[config.mk]
export PLATFORM = sky130hd
export DESIGN_NAME = uart_rx
export DESIGN_NICKNAME = d
export VERILOG_FILES = /design/src/rtl/uart_pkg.sv /design/src/rtl/rx_sync.sv /design/src/rtl/uart_rx.sv
export SDC_FILE = /design/constraint.sdc
export NUM_CORES = 1
export LEC_CHECK = 0
export ABC_AREA = 1
export ABC_CLOCK_PERIOD_IN_PS = 1400
export BUFFER_PORTS_ARGS = -buffer_cell sky130_fd_sc_hd__buf_2
export CORE_ASPECT_RATIO = 0.8
export CORE_MARGIN = 10
export CORE_UTILIZATION = 35
export DETAILED_ROUTE_END_ITERATION = 10
export PLACE_DENSITY = 0.53
export RECOVER_POWER = 100
export SYNTH_ARGS = -nofsm -noshare
export SYNTH_HDL_FRONTEND = slang
export SYNTH_HIERARCHICAL = 1
export SYNTH_SLANG_ARGS = --single-unit
export TNS_END_PERCENT = 5
[constraint.sdc]
create_clock -name clk -period 1.4 [get_ports clk]
set_input_delay 0.21 -clock clk [delete_from_list [all_inputs] [get_ports clk]]
set_output_delay 0.21 -clock clk [all_outputs]
set_load 0.005 [all_outputs]
[src/rtl/uart_pkg.sv]
// Shared UART constants and state encoding for the receiver and transmitter.
// Latency: n/a (package only).
// Backpressure: n/a (package only).
// Contents: BAUD_CNT (clocks per bit at 50 MHz / 19200 baud), HALF_CNT, state_t.
package uart_pkg;

   localparam logic [11:0] BAUD_CNT = 12'd2604;
   localparam logic [11:0] HALF_CNT = BAUD_CNT >> 1;

   typedef enum logic {IDLE, RECV} state_t;

endpackage

[src/rtl/rx_sync.sv]
// Two-flop preset-high synchronizer for an asynchronous input, plus falling-edge detect.
// Latency: 2 clk to sync_out, fall asserts the same cycle sync_out first reads 0.
// Backpressure: none; free-running.
// Ports: clk, rst_n (async active-low), async_in (raw pin),
//        sync_out (synchronized level), fall (1-cycle falling-edge strobe).
module rx_sync
   import uart_pkg::*;
(
   input  logic clk,
   input  logic rst_n,
   input  logic async_in,
   output logic sync_out,
   output logic fall
);

   logic meta_q;
   logic prev_q;

   // All flops preset high so an idle-high line never looks like an edge out of reset.
   always_ff @(posedge clk or negedge rst_n) begin
      if (!rst_n) begin
         meta_q   <= 1'b1;
         sync_out <= 1'b1;
         prev_q   <= 1'b1;
      end else begin
         meta_q   <= async_in;
         sync_out <= meta_q;
         prev_q   <= sync_out;
      end
   end

   assign fall = prev_q & ~sync_out;

endmodule

[src/rtl/uart_rx.sv]
// 8N1 UART receiver: start-bit detect, mid-bit sampling, sticky rdy with clr_rdy handshake.
// Latency: rdy rises ~10 bit periods after the start edge (2-3 clk sync + HALF_CNT + 9 bit periods + 1).
// Backpressure: none; an unacknowledged byte is overwritten by the next one (rdy drops at its start).
// Ports: clk, rst_n (async active-low), RX (serial in, idle high), clr_rdy (ack),
//        rx_data[7:0] (last byte), rdy (sticky byte valid), frm_err (stop bit was low).
module uart_rx #(
   parameter logic [11:0] BAUD_CNT = uart_pkg::BAUD_CNT,
   parameter logic [11:0] HALF_CNT = BAUD_CNT >> 1
) (
   input  logic       clk,
   input  logic       rst_n,
   input  logic       RX,
   input  logic       clr_rdy,
   output logic [7:0] rx_data,
   output logic       rdy,
   output logic       frm_err
);

   import uart_pkg::*;

   logic        rx_s;
   logic        rx_fall;
   state_t      state;
   logic [11:0] baud_cnt;
   logic [3:0]  bit_cnt;
   logic [8:0]  shift_reg;
   logic        shift;
   logic        set_rdy;
   logic        start;

   rx_sync u_rx_sync (
      .clk      (clk),
      .rst_n    (rst_n),
      .async_in (RX),
      .sync_out (rx_s),
      .fall     (rx_fall)
   );

   assign start   = (state == IDLE) && rx_fall;
   assign shift   = (state == RECV) && (baud_cnt == 12'd0);
   // Ten shifts cover start, 8 data bits and stop; the start bit has fallen out of shift_reg.
   assign set_rdy = (state == RECV) && (bit_cnt == 4'd10);

   always_ff @(posedge clk or negedge rst_n) begin
      if (!rst_n) begin
         state     <= IDLE;
         baud_cnt  <= 12'd0;
         bit_cnt   <= 4'd0;
         shift_reg <= 9'h1FF;
         rx_data   <= 8'h00;
         rdy       <= 1'b0;
         frm_err   <= 1'b0;
      end else begin
         // SR flop: a completing byte beats a simultaneous acknowledge.
         if (set_rdy)
            rdy <= 1'b1;
         else if (clr_rdy || start)
            rdy <= 1'b0;

         case (state)
            IDLE: begin
               if (rx_fall) begin
                  baud_cnt <= HALF_CNT;
                  bit_cnt  <= 4'd0;
                  state    <= RECV;
               end
            end
            RECV: begin
               if (set_rdy) begin
                  rx_data <= shift_reg[7:0];
                  frm_err <= ~shift_reg[8];
                  state   <= IDLE;
               end else if (shift) begin
                  // Line already high again at start-bit midpoint: treat as a glitch.
                  if ((bit_cnt == 4'd0) && rx_s) begin
                     state <= IDLE;
                  end else begin
                     shift_reg <= {rx_s, shift_reg[8:1]};
                     baud_cnt  <= BAUD_CNT;
                     bit_cnt   <= bit_cnt + 4'd1;
                  end
               end else begin
                  baud_cnt <= baud_cnt - 12'd1;
               end
            end
         endcase
      end
   end

endmodule

Word level (Yosys, flattened, before mapping)
Index checks and enable logic that the tools add are counted.
- flip-flop bits (word level): 39
- bits in latches: 0
- RAM bits: 0
- bits in read-only memories: 0
- input bits: 4
- output and inout bits: 10
- logic and storage cells: 53
- memories: 0
- add/sub/neg operators: 2
- $mul: 0
- divide/modulo/power cells: 0
- $lt $le $gt $ge: 0
- equality and inequality tests: 6
- shift-type cells: 0
- muxes and demuxes: 17
- bitwise logic cells: 6
- reduce and logical (&&, ||, !) cells: 12
- operators by type and width (cell ; number):
    12-bit two-way mux ; 4
    12-bit case mux with 2 select lines ; 1
    4-bit two-way mux ; 4
    12-bit logical NOT ; 1
    12-bit by 1-bit subtractor with 12-bit output (second input constant) ; 1
    4-bit case mux with 2 select lines ; 1
    4-bit AND reduction ; 2
    1-bit two-way mux ; 6
    2-bit != test (second input constant) ; 3
    1-bit inverter ; 5
    4-bit by 1-bit adder with 4-bit output (second input constant) ; 1
    4-bit equality test (second input constant) ; 1
    1-bit logical AND ; 4
    4-bit logical NOT ; 1
    3-bit != test (second input constant) ; 1
    3-bit AND reduction ; 1
    2-bit by 1-bit != test with 1-bit output (second input constant) ; 1
    1-bit case mux with 2 select lines ; 1
    2-bit AND reduction ; 1
    2-bit nonzero test ; 1
    1-bit AND ; 1
    1-bit logical OR ; 1

Longest topological paths before layout
- word-level depth: 6
- mapped depth: 12
- gate-level depth less buffers: 12

Cells and area by module
The synthesis kept the hierarchy.
- by module, submodules not included (module ; instances ; cells each ; area each (um^2) ; sequential area each (um^2)):
    uart_rx ; 1 ; 243 ; 1960.6 ; 912.1
    rx_sync ; 1 ; 5 ; 88.8 ; 78.8

Worst setup path after synthesis
OpenSTA, ideal clock, no wires.
- kind: flip-flop to flip-flop
- start: reg baud_cnt[0]
- end: reg baud_cnt[4]
- setup time: 0.076 ns
- arrival: 1.428 ns
- data required time: 1.324 ns
- setup slack: -0.104 ns
- cell stages (with the launch flop): 12
- path buffers: 1
- period minus slack after synthesis: 1.504 ns
- path through: dfrtp_1 inv_1 ha_1 inv_1 nor2_1 nand2_1 nor2_4 nand3_2 nand2_4 buf_8 nand2_1 o21ai_1
- longest elaborated chain between the ends: 5
- elaborated cells on any way between the ends: 8
- classes of those cells: 1 x add/sub; 1 x eq/ne; 3 x mux; 3 x reduce/logical
- ends and longest elaborated chain (item ; line ; RTL):
    from (decl) ; uart_rx.sv:24 ; logic [11:0] baud_cnt;
    from (signal assigned) ; uart_rx.sv:83 ; baud_cnt <= baud_cnt - 12'd1;
    parallel branches: the longest is 5 deep, another holds 12-bit by 1-bit subtractor with 12-bit output ; n/a ;
Several ways; the timed one is not identified. The select of a mux whose other input is x is not followed.
A chain may end at the register's enable or synchronous reset.

Worst setup path after layout
- start: reg baud_cnt[0]
- end: reg shift_reg[1]
- longest elaborated chain between the ends: 3
- ends and longest elaborated chain (item ; line ; RTL):
    12-bit logical NOT ; uart_rx.sv:40 ; assign shift = (state == RECV) && (baud_cnt == 12'd0);
    1-bit logical AND ; uart_rx.sv:40 ;
    4-bit AND reduction (no line) ; n/a ;
    to (signal assigned) ; uart_rx.sv:78 ; shift_reg <= {rx_s, shift_reg[8:1]};
    to (decl) ; uart_rx.sv:26 ; logic [8:0] shift_reg;
No other way between the ends.

==> flow_metrics.py <==
metrics = {
    "routing": {
        "dr_total_vias": 1745,
        "wl_per_cell_um": 11.55,
        "finalWirelength_mm": 4.517,
        "dr.pass1.iters": 4,
        "ant_nets": 0,
        "via_per_inst": 4.463,
        "drc": 0,
        "first_iter_violations": 92,
    },
    "floorplanning": {
        "start_util_pct": 36.89,
        "die_area_mm2": 0.009336,
        "fp.coreArea_mm2": 0.005555,
        "io-pin-count": 14,
        "die-height_um": 88.45,
        "die_w_um": 105.6,
        "std_cell_rows": 24,
    },
    "min_path": {
        "hold_path_class": "input pin to flip-flop",
        "min_from": "clr_rdy",
        "holdPathStages": 2,
        "whs_endpoint": "rdy",
    },
    "sta": {
        "hold_viol_final": 0,
        "setup_ws_ns": -0.2217,
        "rsz0062_at_grt": "true",
        "finalSetupViolCount": 33,
        "fin_skew_ns": 0.006775,
        "slew_violations": 0,
        "post-route-period-util_pct": 115.8,
        "worstMarginPinSlew_ns": 0.8030,
        "slew_headroom_pct": 46.47,
        "fmax_ghz": 0.6166,
        "period_minus_slack_ns": 1.622,
    },
    "synth": {
        "yosysMostFrequentCell": "nand2_1",
        "synth_cell_types": 30,
        "yosys_warnings": 6,
        "seq_area_frac_synth_pct": 48.35,
        "synth_seq_cells": 39,
        "synth.area.top_cells": "dfrtp_1, dfstp_2, nand2_1",
        "ys.flop_type": "dfrtp_1",
        "yosys-top-cells-count": "nand2_1, inv_1, dfrtp_1",
        "postSynthAreaPerCell_um2": 8.264,
        "synthCells": 248,
        "yosysTopAreaCell": "dfrtp_1",
        "synthesis.area_mm2": 0.002049,
        "synthesis.nets": 257,
        "synthArstFlopShare_pct": 100.0,
        "yosysTopAreaCellShare_pct": 32.97,
        "synth_edf_count": 0,
    },
    "placement": {
        "port_buffers": 13,
        "detailed_place_hpwl_mm": 3.458,
        "placed_area_mm2": 0.002569,
        "place.gp.congestion": 0.7812,
    },
    "pwr": {
        "p_leak_nw": 1.267,
        "p_clk_share_pct": 19.8,
        "seq_power_share_pct": 38.3,
        "p_int_mw": 2.496,
        "swShare_pct": 36.59,
        "vdd_ir_drop_max_v": 0.0007696,
        "switching_power_mw": 1.440,
        "p_comb_share_pct": 41.9,
        "powerDensity_mw_per_mm2": 1465,
    },
    "cts": {
        "cts_tree": "built",
        "path_clk_slew_ns": 0.08,
        "clkLatencyLatePin_ns": 0.30,
        "ctsRootBufferMaster": "clkbuf_8",
        "htreeDepth": 2,
        "clock-sinks": 39,
        "clk_path_buf_depth": 2,
        "cts_inserted_buffers": 5,
    },
    "final_layout": {
        "layout.nets": 321,
        "design_area_mm2": 0.002686,
        "drive_gt1_share_pct": 30.67,
        "n_antenna_cell": 0,
        "areaGrowthSynthToFinish_pct": 31.07,
        "largest_register_ffs": 12,
        "fin_util_pct": 48.36,
        "num-fill-cells": 555,
    },
    "grt": {
        "grt_pass1_wl_mm": 8.073,
        "antenna_found_initial": 0,
        "grt_max_degree": 27,
        "grt_pass1_vias": 1678,
        "globalRouteOverflowTotal": 0,
        "grt_usage_pct": 10.78,
    },
    "worst_setup_path": {
        "cp_max_fo": 18,
        "required_ns": 1.63,
        "r2r-start": "baud_cnt[0]",
        "r2r-end": "shift_reg[1]",
        "startpoint_type": "flip-flop",
        "critPathArrivalTime_ns": 1.85,
        "crit_path_end_kind": "flip-flop",
        "worst-setup-path-type": "flip-flop to flip-flop",
        "regToRegSetupSlack_ns": -0.22,
        "reg2regPathDepth": 11,
    },
    "job": {
        "maxCapViolations": 0,
    },
    "outcome": {
        "violations": "setup timing",
        "status": "finished, violations left",
    },
}
[what timing repair did]
| action | CTS | global route |
|---|---|---|
| buffers inserted | 0 | 1 |
| gates cloned | 0 | 0 |
| setup endpoints to repair | 34 | 34 |
| resized for setup | 4 | 4 |
| hold buffers | 2 | 0 |
| endpoints found under the hold margin | 13 | 0 |
| pin swaps | 1 | 3 |
[metal layers]
layer | global-route usage (%) | share of wire [%] | up-vias
li1 | - | - | 910
met1 | 14.27 | 52 | 809
met2 | 16.41 | 43 | 21
met3 | 3.123 | 3.5 | 5
met4 | 4.049 | 1.5 | 0
met5 | 0 | 0 | -
[cells in the final DEF, fill, tap and decap left out, types with 2 or more instances in the layout]
| cell | count |
|---|---|
| ha_1 | 5 |
| nand4_1 | 3 |
| dlygate4sd3_1 | 2 |
| dfrtp_1 | 27 |
| o21ai_0 | 12 |
| inv_2 | 3 |
| dfstp_2 | 11 |
| nand3_1 | 18 |
| buf_12 | 3 |
| buf_2 | 2 |
| o21ai_1 | 6 |
| nor2_2 | 2 |
| nor2_1 | 14 |
| or2_2 | 3 |
| o21ai_2 | 11 |
| clkbuf_1 | 12 |
| nor2_4 | 2 |
| nand2_1 | 77 |
| buf_6 | 2 |
| buf_4 | 41 |
| clkbuf_8 | 5 |
| xor2_1 | 2 |
| inv_1 | 32 |
| clkinvlp_4 | 2 |
| nor3_1 | 4 |
[worst max-delay path by stage]
| stage | from | endpoint | slack, ns | depth (start not counted) |
|---|---|---|---|---|
| 2_1_floorplan | baud_cnt[0] | baud_cnt[4] | -0.07 | 11 |
| 3_3_place_gp | baud_cnt[0] | baud_cnt[3] | -0.14 | 11 |
| 3_5_place_dp | bit_cnt[0] | baud_cnt[0] | -0.16 | 11 |
| 4_1_cts | baud_cnt[0] | baud_cnt[0] | -0.18 | 11 |
| 5_1_grt | baud_cnt[1] | shift_reg[5] | -0.36 | 11 |
| 6_report | baud_cnt[0] | shift_reg[1] | -0.22 | 11 |
[power by group through the flow]
stage	Sequential [mW]	Combinational, mW	Clock (mW)
2_1_floorplan	1.54	0.823	0
3_3_place_gp	1.53	1.61	0
3_5_place_dp	1.53	1.62	0
4_1_cts	1.51	1.64	0.808
5_1_grt	1.54	1.89	0.854
6_report	1.51	1.65	0.779
[stage by stage]
step	setup slack, ns	total power, mW	hold WS (ns)	TNS [ns]	instances
global route	-0.3615	4.283	0.07565	-9.515	391
detailed placement	-0.1586	3.149	0.1489	-3.068	380
global placement	-0.1433	3.135	0.1356	-2.693	380
floorplan	-0.06946	2.363	-0.08559	-1.324	248
CTS	-0.1775	3.960	0.07657	-3.020	390
finish	-0.2217	3.936	0.08389	-4.169	391
[worst max-delay path: stages (launching register included)]
cell     delay, ns
dfrtp_1       0.40
inv_2         0.06
ha_1          0.16
inv_1         0.06
nor2_1        0.08
nand2_1       0.08
nor2_4        0.17
buf_4         0.15
nand4_4       0.09
buf_12        0.17
nand2_1       0.07
o21ai_2       0.05
[final cells by class]
cell class | count | area (µm²) | share of cell area [%]
clock buffer | 5 | 68.82 | 2.562
clock inverter | 3 | 20.02 | 0.7452
inverter | 35 | 131.4 | 4.891
multi-input combinational | 169 | 912.1 | 33.95
sequential | 39 | 991.0 | 36.89
tap | 78 | 97.59 | 3.633
timing repair buffer | 62 | 465.4 | 17.33
[cell families (layout without fill, tap and decap cells)]
family	after synthesis	after routing	share of synthesized area [%]
adder cells (fa/ha/maj)	5	5	3.053
AO/OA/AOI/OAI	31	31	9.890
AND/OR/NAND/NOR	129	129	28.57
buffers and inverters	40	105	8.302
XOR/XNOR	3	3	1.282
flip-flops	39	39	48.35
multiplexers	1	1	0.5494
(Power assumes the default switching activity.)
